File: config.mk
export PLATFORM = sky130hd
export DESIGN_NAME = if_id_buffer_flat
export DESIGN_NICKNAME = d
export VERILOG_FILES = /design/src/rtl/if_id_buffer_if.sv /design/src/rtl/if_id_buffer.sv /design/src/flat_wrapper.sv
export SDC_FILE = /design/constraint.sdc
export NUM_CORES = 1
export LEC_CHECK = 0
export ABC_AREA = 1
export CORE_ASPECT_RATIO = 1.1
export CORE_MARGIN = 2
export CORE_UTILIZATION = 48
export DETAILED_ROUTE_END_ITERATION = 7
export GPL_ROUTABILITY_DRIVEN = 1
export PLACE_DENSITY = 0.76
export SLEW_MARGIN = 20
export SYNTH_ARGS = -nofsm -noshare
export SYNTH_HDL_FRONTEND = slang
export SYNTH_SLANG_ARGS = --single-unit
File: constraint.sdc
create_clock -name clk -period 8.6 [get_ports clk]
set_clock_uncertainty 0.15 [all_clocks]
set_input_delay 0.86 -clock clk [delete_from_list [all_inputs] [get_ports clk]]
set_output_delay 0.86 -clock clk [all_outputs]
set_load 0.05 [all_outputs]
File: src/rtl/if_id_buffer_if.sv
// Beat channel between fetch and decode: valid/ready handshake with one
// instruction beat. The master drives the beat, the slave drives ready.
interface if_id_beat_if;
    logic        valid;
    logic        ready;
    logic [31:0] pc;
    logic [31:0] instr;
    logic        decompress_failed;
    logic        is_cond_branch;

    modport master (
        output valid, pc, instr, decompress_failed, is_cond_branch,
        input  ready
    );

    modport slave (
        input  valid, pc, instr, decompress_failed, is_cond_branch,
        output ready
    );
endinterface

File: src/rtl/if_id_buffer.sv
// ID-side receiver of the IF/ID link: small in-order FIFO from fetch to decode
// with flush, halt detection and retire / decompress-fail counters.
module if_id_buffer #(
    parameter int          DEPTH      = 2,
    parameter logic [31:0] HALT_INSTR = 32'h0010_0073,
    parameter int          FCNT_W     = 16
) (
    input  logic              clk,
    input  logic              rstn,
    if_id_beat_if.slave       f,
    if_id_beat_if.master      d,
    input  logic              if_id_flush,
    output logic              run_finished_next,
    output logic              run_finished,
    output logic [31:0]       retire_cnt,
    output logic [FCNT_W-1:0] decomp_fail_cnt
);
    localparam int PW = (DEPTH > 1) ? $clog2(DEPTH) : 1;
    localparam int CW = PW + 1;

    typedef struct packed {
        logic [31:0] pc;
        logic [31:0] instr;
        logic        dfail;
        logic        cbr;
    } beat_t;

    beat_t          mem [DEPTH];
    beat_t          head;
    beat_t          beat_in;
    logic [PW-1:0]  wr_ptr;
    logic [PW-1:0]  rd_ptr;
    logic [CW-1:0]  count;
    logic           push;
    logic           pop;

    // rstn is active-high here: every handshake output is forced off while it is asserted.
    assign f.ready = (count < CW'(DEPTH)) && !run_finished && !rstn;
    assign d.valid = (count != '0) && !if_id_flush && !run_finished && !rstn;

    assign head    = rstn ? '0 : mem[rd_ptr];
    assign beat_in = '{pc: f.pc, instr: f.instr, dfail: f.decompress_failed,
                       cbr: f.is_cond_branch};

    assign d.pc                = head.pc;
    assign d.instr             = head.instr;
    assign d.decompress_failed = head.dfail;
    assign d.is_cond_branch    = head.cbr;

    assign push = f.valid && f.ready && !if_id_flush;
    assign pop  = d.valid && d.ready;

    assign run_finished_next = pop && (head.instr == HALT_INSTR);

    always_ff @(posedge clk) begin
        if (rstn) begin
            wr_ptr          <= '0;
            rd_ptr          <= '0;
            count           <= '0;
            run_finished    <= 1'b0;
            retire_cnt      <= '0;
            decomp_fail_cnt <= '0;
            for (int i = 0; i < DEPTH; i++) mem[i] <= '0;
        end else begin
            if (if_id_flush) begin
                wr_ptr <= '0;
                rd_ptr <= '0;
                count  <= '0;
            end else begin
                if (push) begin
                    mem[wr_ptr] <= beat_in;
                    wr_ptr      <= wr_ptr + 1'b1;
                end
                if (pop) rd_ptr <= rd_ptr + 1'b1;
                if (push && !pop)      count <= count + 1'b1;
                else if (pop && !push) count <= count - 1'b1;
            end

            // pop is already zero during a flush, so counters only move on real deliveries
            if (pop) begin
                retire_cnt <= retire_cnt + 32'd1;
                if (head.dfail && !(&decomp_fail_cnt))
                    decomp_fail_cnt <= decomp_fail_cnt + 1'b1;
                if (run_finished_next) run_finished <= 1'b1;
            end
        end
    end
endmodule

File: src/flat_wrapper.sv
// flat-port wrapper written by rule: the top's interface ports become plain ports
module if_id_buffer_flat 
#(
    parameter int          DEPTH      = 2,
    parameter logic [31:0] HALT_INSTR = 32'h0010_0073,
    parameter int          FCNT_W     = 16
)
  (clk, rstn, if_id_flush, run_finished_next, run_finished, retire_cnt, decomp_fail_cnt, f_valid, f_pc, f_instr, f_decompress_failed, f_is_cond_branch, f_ready, d_valid, d_pc, d_instr, d_decompress_failed, d_is_cond_branch, d_ready);
  if_id_beat_if f_i ();
  if_id_beat_if d_i ();
  input  logic clk;
  input  logic rstn;
  input  logic if_id_flush;
  output logic run_finished_next;
  output logic run_finished;
  output logic [31:0] retire_cnt;
  output logic [FCNT_W-1:0] decomp_fail_cnt;
  input wire logic [$bits(f_i.valid)-1:0] f_valid;
  input wire logic [$bits(f_i.pc)-1:0] f_pc;
  input wire logic [$bits(f_i.instr)-1:0] f_instr;
  input wire logic [$bits(f_i.decompress_failed)-1:0] f_decompress_failed;
  input wire logic [$bits(f_i.is_cond_branch)-1:0] f_is_cond_branch;
  output wire logic [$bits(f_i.ready)-1:0] f_ready;
  output wire logic [$bits(d_i.valid)-1:0] d_valid;
  output wire logic [$bits(d_i.pc)-1:0] d_pc;
  output wire logic [$bits(d_i.instr)-1:0] d_instr;
  output wire logic [$bits(d_i.decompress_failed)-1:0] d_decompress_failed;
  output wire logic [$bits(d_i.is_cond_branch)-1:0] d_is_cond_branch;
  input wire logic [$bits(d_i.ready)-1:0] d_ready;
  assign f_i.valid = f_valid;
  assign f_i.pc = f_pc;
  assign f_i.instr = f_instr;
  assign f_i.decompress_failed = f_decompress_failed;
  assign f_i.is_cond_branch = f_is_cond_branch;
  assign f_ready = f_i.ready;
  assign d_valid = d_i.valid;
  assign d_pc = d_i.pc;
  assign d_instr = d_i.instr;
  assign d_decompress_failed = d_i.decompress_failed;
  assign d_is_cond_branch = d_i.is_cond_branch;
  assign d_i.ready = d_ready;
  if_id_buffer #(.DEPTH(DEPTH), .HALT_INSTR(HALT_INSTR), .FCNT_W(FCNT_W)) u_core (.clk(clk), .rstn(rstn), .f(f_i), .d(d_i), .if_id_flush(if_id_flush), .run_finished_next(run_finished_next), .run_finished(run_finished), .retire_cnt(retire_cnt), .decomp_fail_cnt(decomp_fail_cnt));
endmodule
==> results of run 1 <==
## state kept, by name, indices dropped and copies added, names as in the netlist, named ones only
signal                  count
u_core.mem                132
u_core.rd_ptr               1
u_core.run_finished         1
u_core.decomp_fail_cnt     16
u_core.count                2
u_core.retire_cnt          32
u_core.wr_ptr               1
## per-stage QoR
stage / power (mW) / setup slack, ns / util / hold WS, ns / area (µm²)
finish: 1.984 / 3.429 / 0.6303 / 0.3158 / 11610
global route: 2.049 / 3.181 / 0.6302 / 0.3474 / 11600
CTS: 1.998 / 3.385 / 0.6302 / 0.3185 / 11600
detailed placement: 1.231 / 3.392 / 0.5990 / 0.3088 / 11030
global placement: 1.228 / 3.424 / 0.5990 / 0.3114 / 11030
floorplan: 1.141 / 4.318 / - / 0.2947 / 9002
## critical path, delay by kind of cell
family	cells	cell delay, ns
buffers and inverters	4	2.37
AND/OR/NAND/NOR	6	0.91
## worst max-delay path by stage
stage / from / endpoint / slack (ns) / cells after the start
after floorplan: rstn / u_core.mem[0][0]$_SDFFCE_PN0P_ / 4.32 / 7
after global placement: rstn / run_finished_next / 3.42 / 10
after detailed placement: rstn / run_finished_next / 3.39 / 10
after CTS: rstn / run_finished_next / 3.38 / 10
after global routing: rstn / run_finished_next / 3.18 / 10
final: rstn / run_finished_next / 3.43 / 10
## area by class of cell
type / instances / share of cell area
Sequential cell: 186 / 0.4348
Multi-Input combinational cell: 681 / 0.2666
Timing Repair Buffer: 192 / 0.1643
Inverter: 180 / 0.05843
Clock buffer: 17 / 0.03665
Tap cell: 243 / 0.02620
Clock inverter: 15 / 0.01283
Antenna cell: 1 / 0.0002156
## cells by family (layout without fill, tap and decap cells)
group,count (synthesis),after routing,share of synthesized area
AO/OA/AOI/OAI,91,91,0.05365
XOR/XNOR,21,21,0.02043
adder cells (fa/ha/maj),3,3,0.004170
buffers and inverters,223,404,0.09785
flip-flops,186,186,0.5604
other,0,1,0
AND/OR/NAND/NOR,566,566,0.2635
## synth_stat cells, types with 2 or more instances
| cell type | number | share of area |
|---|---|---|
| o21ai_0 | 48 | 0.027 |
| nand2_1 | 166 | 0.069 |
| ha_1 | 3 | 0.0042 |
| a211oi_1 | 2 | 0.0017 |
| edfxtp_1 | 132 | 0.44 |
| buf_1 | 7 | 0.0029 |
| nor2_4 | 2 | 0.0025 |
| or2_2 | 12 | 0.0083 |
| nor3_1 | 17 | 0.0095 |
| nor2_1 | 286 | 0.12 |
| o21a_1 | 2 | 0.0017 |
| xnor2_1 | 9 | 0.0088 |
| inv_2 | 4 | 0.0017 |
| clkbuf_1 | 20 | 0.0083 |
| xor2_1 | 12 | 0.012 |
| dfxtp_1 | 54 | 0.12 |
| nand3_1 | 49 | 0.027 |
| nor2_2 | 7 | 0.0049 |
| buf_6 | 3 | 0.0038 |
| a21oi_1 | 33 | 0.018 |
| inv_1 | 174 | 0.073 |
| nand4_1 | 17 | 0.012 |
| buf_2 | 12 | 0.0067 |
| nand2_4 | 2 | 0.0025 |
| nor3_2 | 3 | 0.0033 |
| o21bai_1 | 2 | 0.0017 |
| nor3b_1 | 2 | 0.0017 |
## metal layers
layer	global-route usage	up-vias	wire [µm]
li1	-	3761	-
met1	0.2844	3544	9256
met2	0.3849	298	10820
met3	0.05624	49	1656
met4	0.08947	0	549
met5	0	-	0
## power by group
part	switching (mW)	internal, mW	leakage, nW	total [mW]
clock network	0.345	0.428	0.277	0.773
logic	0.138	0.0733	2.80	0.212
registers	0.00824	0.991	1.80	0.999
==> summary.md, run 1 <==
| Metric | Value |
|---|---|
| Outcome | finished clean |
| Ratio of cells with drive above 1 in the final layout | 0.05744 |
| Vias | 7652 |
| Most frequent cells in the layout | nor2_1, clkdlybuf4s50_1, inv_1 |
| Slew Limit Fails | 0 |
| GPL Wtd Cong | 0.9043 |
| Reg-to-reg critical path startpoint | u_core.run_finished$_SDFFE_PP0P_ |
| Most used cell, CP | nor2_1 |
| Ys async rst share | 0 |
| Worst min-delay path category | register to register |
| Syn_nets | ~1.2k |
| Critical Path RT | between 7 and 8 ns |
| Clk sinks | roughly 190 |
| Critical path arrival | approximately 4.2 ns |
| Final Non-Filler Cells | between 1.5k and 2k |
| Max-cap viol count | 0 |
| Final period util | 0.6013 |
| TritonCTS buffer count | 17 |
| Critical path peak fanout | 42 |
| Starting DRT DRC Count | roughly 540 |
| Crit-path max cell delay | between 0.8 and 0.9 ns |
| Drt pass-1 iters | 5 |
| Routed WL | 22280 µm |
| Setup TNS | 0 ns |
| R2R setup slack | approximately 5.7 ns |
| Vias in the first global route | between 7k and 8k |
| Post-synthesis sequential area ratio | 0.5604 |
| End of the worst hold path | u_core.wr_ptr$_SDFFE_PP0P_ |
| Crit-path slowest cell | clkdlybuf4s50_1 |
| Fin nets | approximately 1.3k |
| Final setup viols | 0 |
| Initial core utilization | 0.4889 |
| Ports | 189 |
| Post-CTS setup buffers | 0 |
| Synth warnings | 0 |
| RSZ-0062 raised after global routing | no |
| Worst setup SP type | primary input |
| Clock transition at path regs | 0.06 ns |
| Die height | about 150 µm |
| Hold Path Origin | u_core.wr_ptr$_SDFFE_PP0P_ |
| Peak VDD IR | 0.0001351 V |
| PD cells | approximately 170 nW/µm² |
| Commonest non-fill, non-tap cell in the layout | nor2_1 |
| Cts repair resizes | 0 |
| Site Rows | 52 |
| Root buffer cell | clkbuf_16 |
| Top_reg_cell synth | edfxtp_1 |
| Worst-skew pair later-pin latency | about 0.43 ns |
| Hold_buf cts | 0 |
| Hold Crit Depth | 2 |
| Largest net degree at the start of global routing | 83 |
| Cell count after synthesis | 1090 |
| DP HPWL | ~15000 µm |
| Deepest clock path buffer count | 2 |
| Routed len/inst | roughly 15 µm |
| TritonCTS clock tree | built |
| Drt drc | 0 |
| Critical path type | primary input to output port |
| LEAKAGE | 4.879 nW |
| Post-synthesis register bit count | ~190 |
| Worst-case reg-to-reg path depth | 6 |
| Vias per cell | between 5 and 6 |
| CTS H-tree lvls | 4 |
| Placed Cells | approximately 1.5k |
| Yosys cell types | 37 |
| ANT nets after route | 0 |
| Grt ovf | 0 |
| Worst Setup End Kind | output port |
| FF-to-FF End | u_core.mem[0][11]$_SDFFCE_PN0P_ |
| Multi-input gate area | 3094 µm² |
| Register area | 5046 µm² |
| Fin. Hold Viols | 0 |
| Port Buffers | ~190 |
| Area grow syn2layout | 28.92% |
| Antenna violations before repair | 1 |
| Die ar. | a little under 20000 µm² |
| Number of synthesized flops with an enable pin | between 100 and 150 |
| Slew @ Worst Pin | 0.9818 ns |
| Fmax | between 150 and 200 MHz |
| Fill count | roughly 1.6k |
| Global-route usage over all layers | 0.2289 |
| DIE WIDTH | between 100 and 150 µm |
| Relative slew slack | 0.3445 |
| Tmin final | 5.171 ns |
| Synth Cell Area | roughly 9000 µm² |
| Crit-path cells | buf_2 -> inv_2 -> buf_4 -> nand2_4 -> nor2_4 -> nand3_4 -> nor2_1 -> nand3_1 -> nor2_1 -> clkdlybuf4s50_1 |
| First-pass GRT wire length | roughly 36000 µm |
| Syn_area_per_cell | between 8 and 9 µm² |
| Core box area | 18410 µm² |
Power figures use the tool's default switching activity.
==> run 2, diff against run 1 <==
==> constraint.sdc (replaced) <==
create_clock -name clk -period 4.8 [get_ports clk]
set_clock_uncertainty 0.15 [all_clocks]
set_input_delay 0.48 -clock clk [delete_from_list [all_inputs] [get_ports clk]]
set_output_delay 0.48 -clock clk [all_outputs]
set_load 0.05 [all_outputs]
==> summary.md, run 2 (synthesis results as in run 1) <==
| Metric | Value |
|---|---|
| Final Non-Filler Cells | ~1.5k |
| Port Buffers | roughly 190 |
| TritonCTS buffer count | 17 |
| Global-route usage over all layers | 0.2238 |
| DP HPWL | about 14000 µm |
| ANT nets after route | 0 |
| Routed len/inst | about 15 µm |
| Setup Slack @ Placement | ~1.3 ns |
| Die height | ~150 µm |
| Hold Path Origin | u_core.wr_ptr$_SDFFE_PP0P_ |
| Drt pass-1 iters | 6 |
| Hold_buf cts | 0 |
| Worst Slack Setup Final | about 0.86 ns |
| Sw Pwr | between 800 and 900 µW |
| Root buffer cell | clkbuf_16 |
| # diodes | 0 |
| Max-cap viol count | 0 |
| Final setup viols | 0 |
| First-pass GRT wire length | 35060 µm |
| DIE WIDTH | around 130 µm |
| Number of flip-flops under the largest register name | approximately 130 |
| Multi-input gate area | slightly above 3000 µm² |
| Vias | ~7.7k |
| PD cells | roughly 300 nW/µm² |
| Register area | between 5000 and 6000 µm² |
| Slew Limit Fails | 0 |
| Commonest non-fill, non-tap cell in the layout | nor2_1 |
| Comb power frac | 0.107 |
| Worst setup SP type | register |
| Worst Setup End Kind | output port |
| CP Buf/Inv Count | 2 |
| Clk sinks | 186 |
| Starting DRT DRC Count | 497 |
| Fmax | 253.8 MHz |
| Vias per cell | around 5.0 |
| Fill count | between 1.5k and 2k |
| Tmin final | roughly 3.9 ns |
| Outcome | finished clean |
| Ratio of cells with drive above 1 in the final layout | 0.05892 |
| Drt drc | 0 |
| Critical path arrival | 3.31 ns |
| Fin. Hold Viols | 0 |
| Slew @ Worst Pin | 1.025 ns |
| Area grow syn2layout | 29.05% |
| Die ar. | between 15000 and 20000 µm² |
| TritonCTS clock tree | built |
| Initial core utilization | 0.4889 |
| Clock transition at path regs | 0.07 ns |
| R2R setup slack | ~2.4 ns |
| Critical path peak fanout | between 50 and 60 |
| Regs by FF count | u_core.mem: 132 flops, u_core.retire_cnt: 32 flops, u_core.decomp_fail_cnt: 16 flops |
| Peak VDD IR | 0.0002756 V |
| Core box area | approximately 18000 µm² |
| Deepest clock path buffer count | 2 |
| Routed WL | between 20000 and 25000 µm |
| Site Rows | 52 |
| GPL Wtd Cong | about 0.88 |
| Crit-path slowest cell | clkdlybuf4s50_1 |
| End of the worst hold path | u_core.wr_ptr$_SDFFE_PP0P_ |
| Worst min-delay path category | register to register |
| Vias in the first global route | approximately 7.3k |
| Critical path type | register to output port |
| Critical Path RT | 4.17 ns |
| CTS H-tree lvls | 4 |
| P_int | about 2.7 mW |
| Cts repair resizes | 0 |
| Top reg by flops | u_core.mem |
| Setup TNS | 0 ns |
| Largest net degree at the start of global routing | 82 |
| Most frequent cells in the layout | nor2_1, clkdlybuf4s50_1, inv_1 |
| Worst-skew pair later-pin latency | roughly 0.43 ns |
| Relative slew slack | 0.3159 |
| Antenna violations before repair | 0 |
| Placed Cells | between 1k and 1.5k |
| Crit-path max cell delay | roughly 0.84 ns |
| LEAKAGE | between 4 and 5 nW |
| RSZ-0062 raised after global routing | no |
| Final period util | 0.8210 |
| Grt ovf | 0 |
| Clock Power Share | 0.389 |
| Fin nets | around 1.3k |
| Worst-case reg-to-reg path depth | 9 |
| Sequential share of power | 0.504 |
| Crit-path leading delay family | buffers and inverters |
| Post-CTS setup buffers | 0 |
| FF-to-FF End | u_core.decomp_fail_cnt[13]$_SDFFE_PP0P_ |
| Ports | around 190 |
| Crit-path cells | inv_2 -> nand2_1 -> a21oi_1 -> nand4_1 -> nor3_1 -> nand3_1 -> nor2_1 -> clkdlybuf4s50_1 |
| Switching Share | 0.2459 |
| Hold Crit Depth | 2 |
==> run 2: stage by stage <==
step	util	area, µm²	total power, mW	hold WS, ns
after floorplan	-	9002	2.044	0.2947
after global placement	0.5998	11040	2.199	0.3130
after detailed placement	0.5998	11040	2.203	0.3166
after CTS	0.6309	11620	3.570	0.3267
after global routing	0.6309	11620	3.660	0.3495
final	0.6309	11620	3.549	0.3269
==> run 2: worst max path at each step <==
stage                     cells past startpoint  slack (ns)                              to
after floorplan                               7        0.76  u_core.mem[0][0]$_SDFFCE_PN0P_
after global placement                        9        1.32               run_finished_next
after detailed placement                      9        1.27               run_finished_next
after CTS                                     8        0.88               run_finished_next
after global routing                          8        0.65               run_finished_next
final                                         8        0.86               run_finished_next
==> run 2: cell type report <==
class | count | share of cell area
flip-flops and latches | 186 | 0.4344
multi-input cells | 681 | 0.2663
inverters | 180 | 0.05837
well taps | 243 | 0.02617
clock buffers | 18 | 0.03694
clock inverters | 14 | 0.01239
repair buffers | 194 | 0.1654
==> run 2: metal layers <==
metal / GRT usage / routed length (µm)
met5: 0 / 0
met4: 0.08421 / 448
met3: 0.04492 / 1632
met2: 0.3809 / 10790
met1: 0.2823 / 9215
==> run 2: worst reg2reg max path, delay by kind of cell (launching register included) <==
| family | cells | cell delay, ns |
|---|---|---|
| buffers and inverters | 2 | 0.93 |
| AND/OR/NAND/NOR | 7 | 0.89 |
| flip-flops | 1 | 0.32 |
==> run 2: power groups by stage <==
stage	logic, mW	clock network [mW]	registers [mW]
floorplan	0.221	0	1.82
global placement	0.377	0	1.82
detailed placement	0.379	0	1.82
CTS	0.382	1.40	1.79
global route	0.407	1.46	1.79
finish	0.379	1.38	1.79
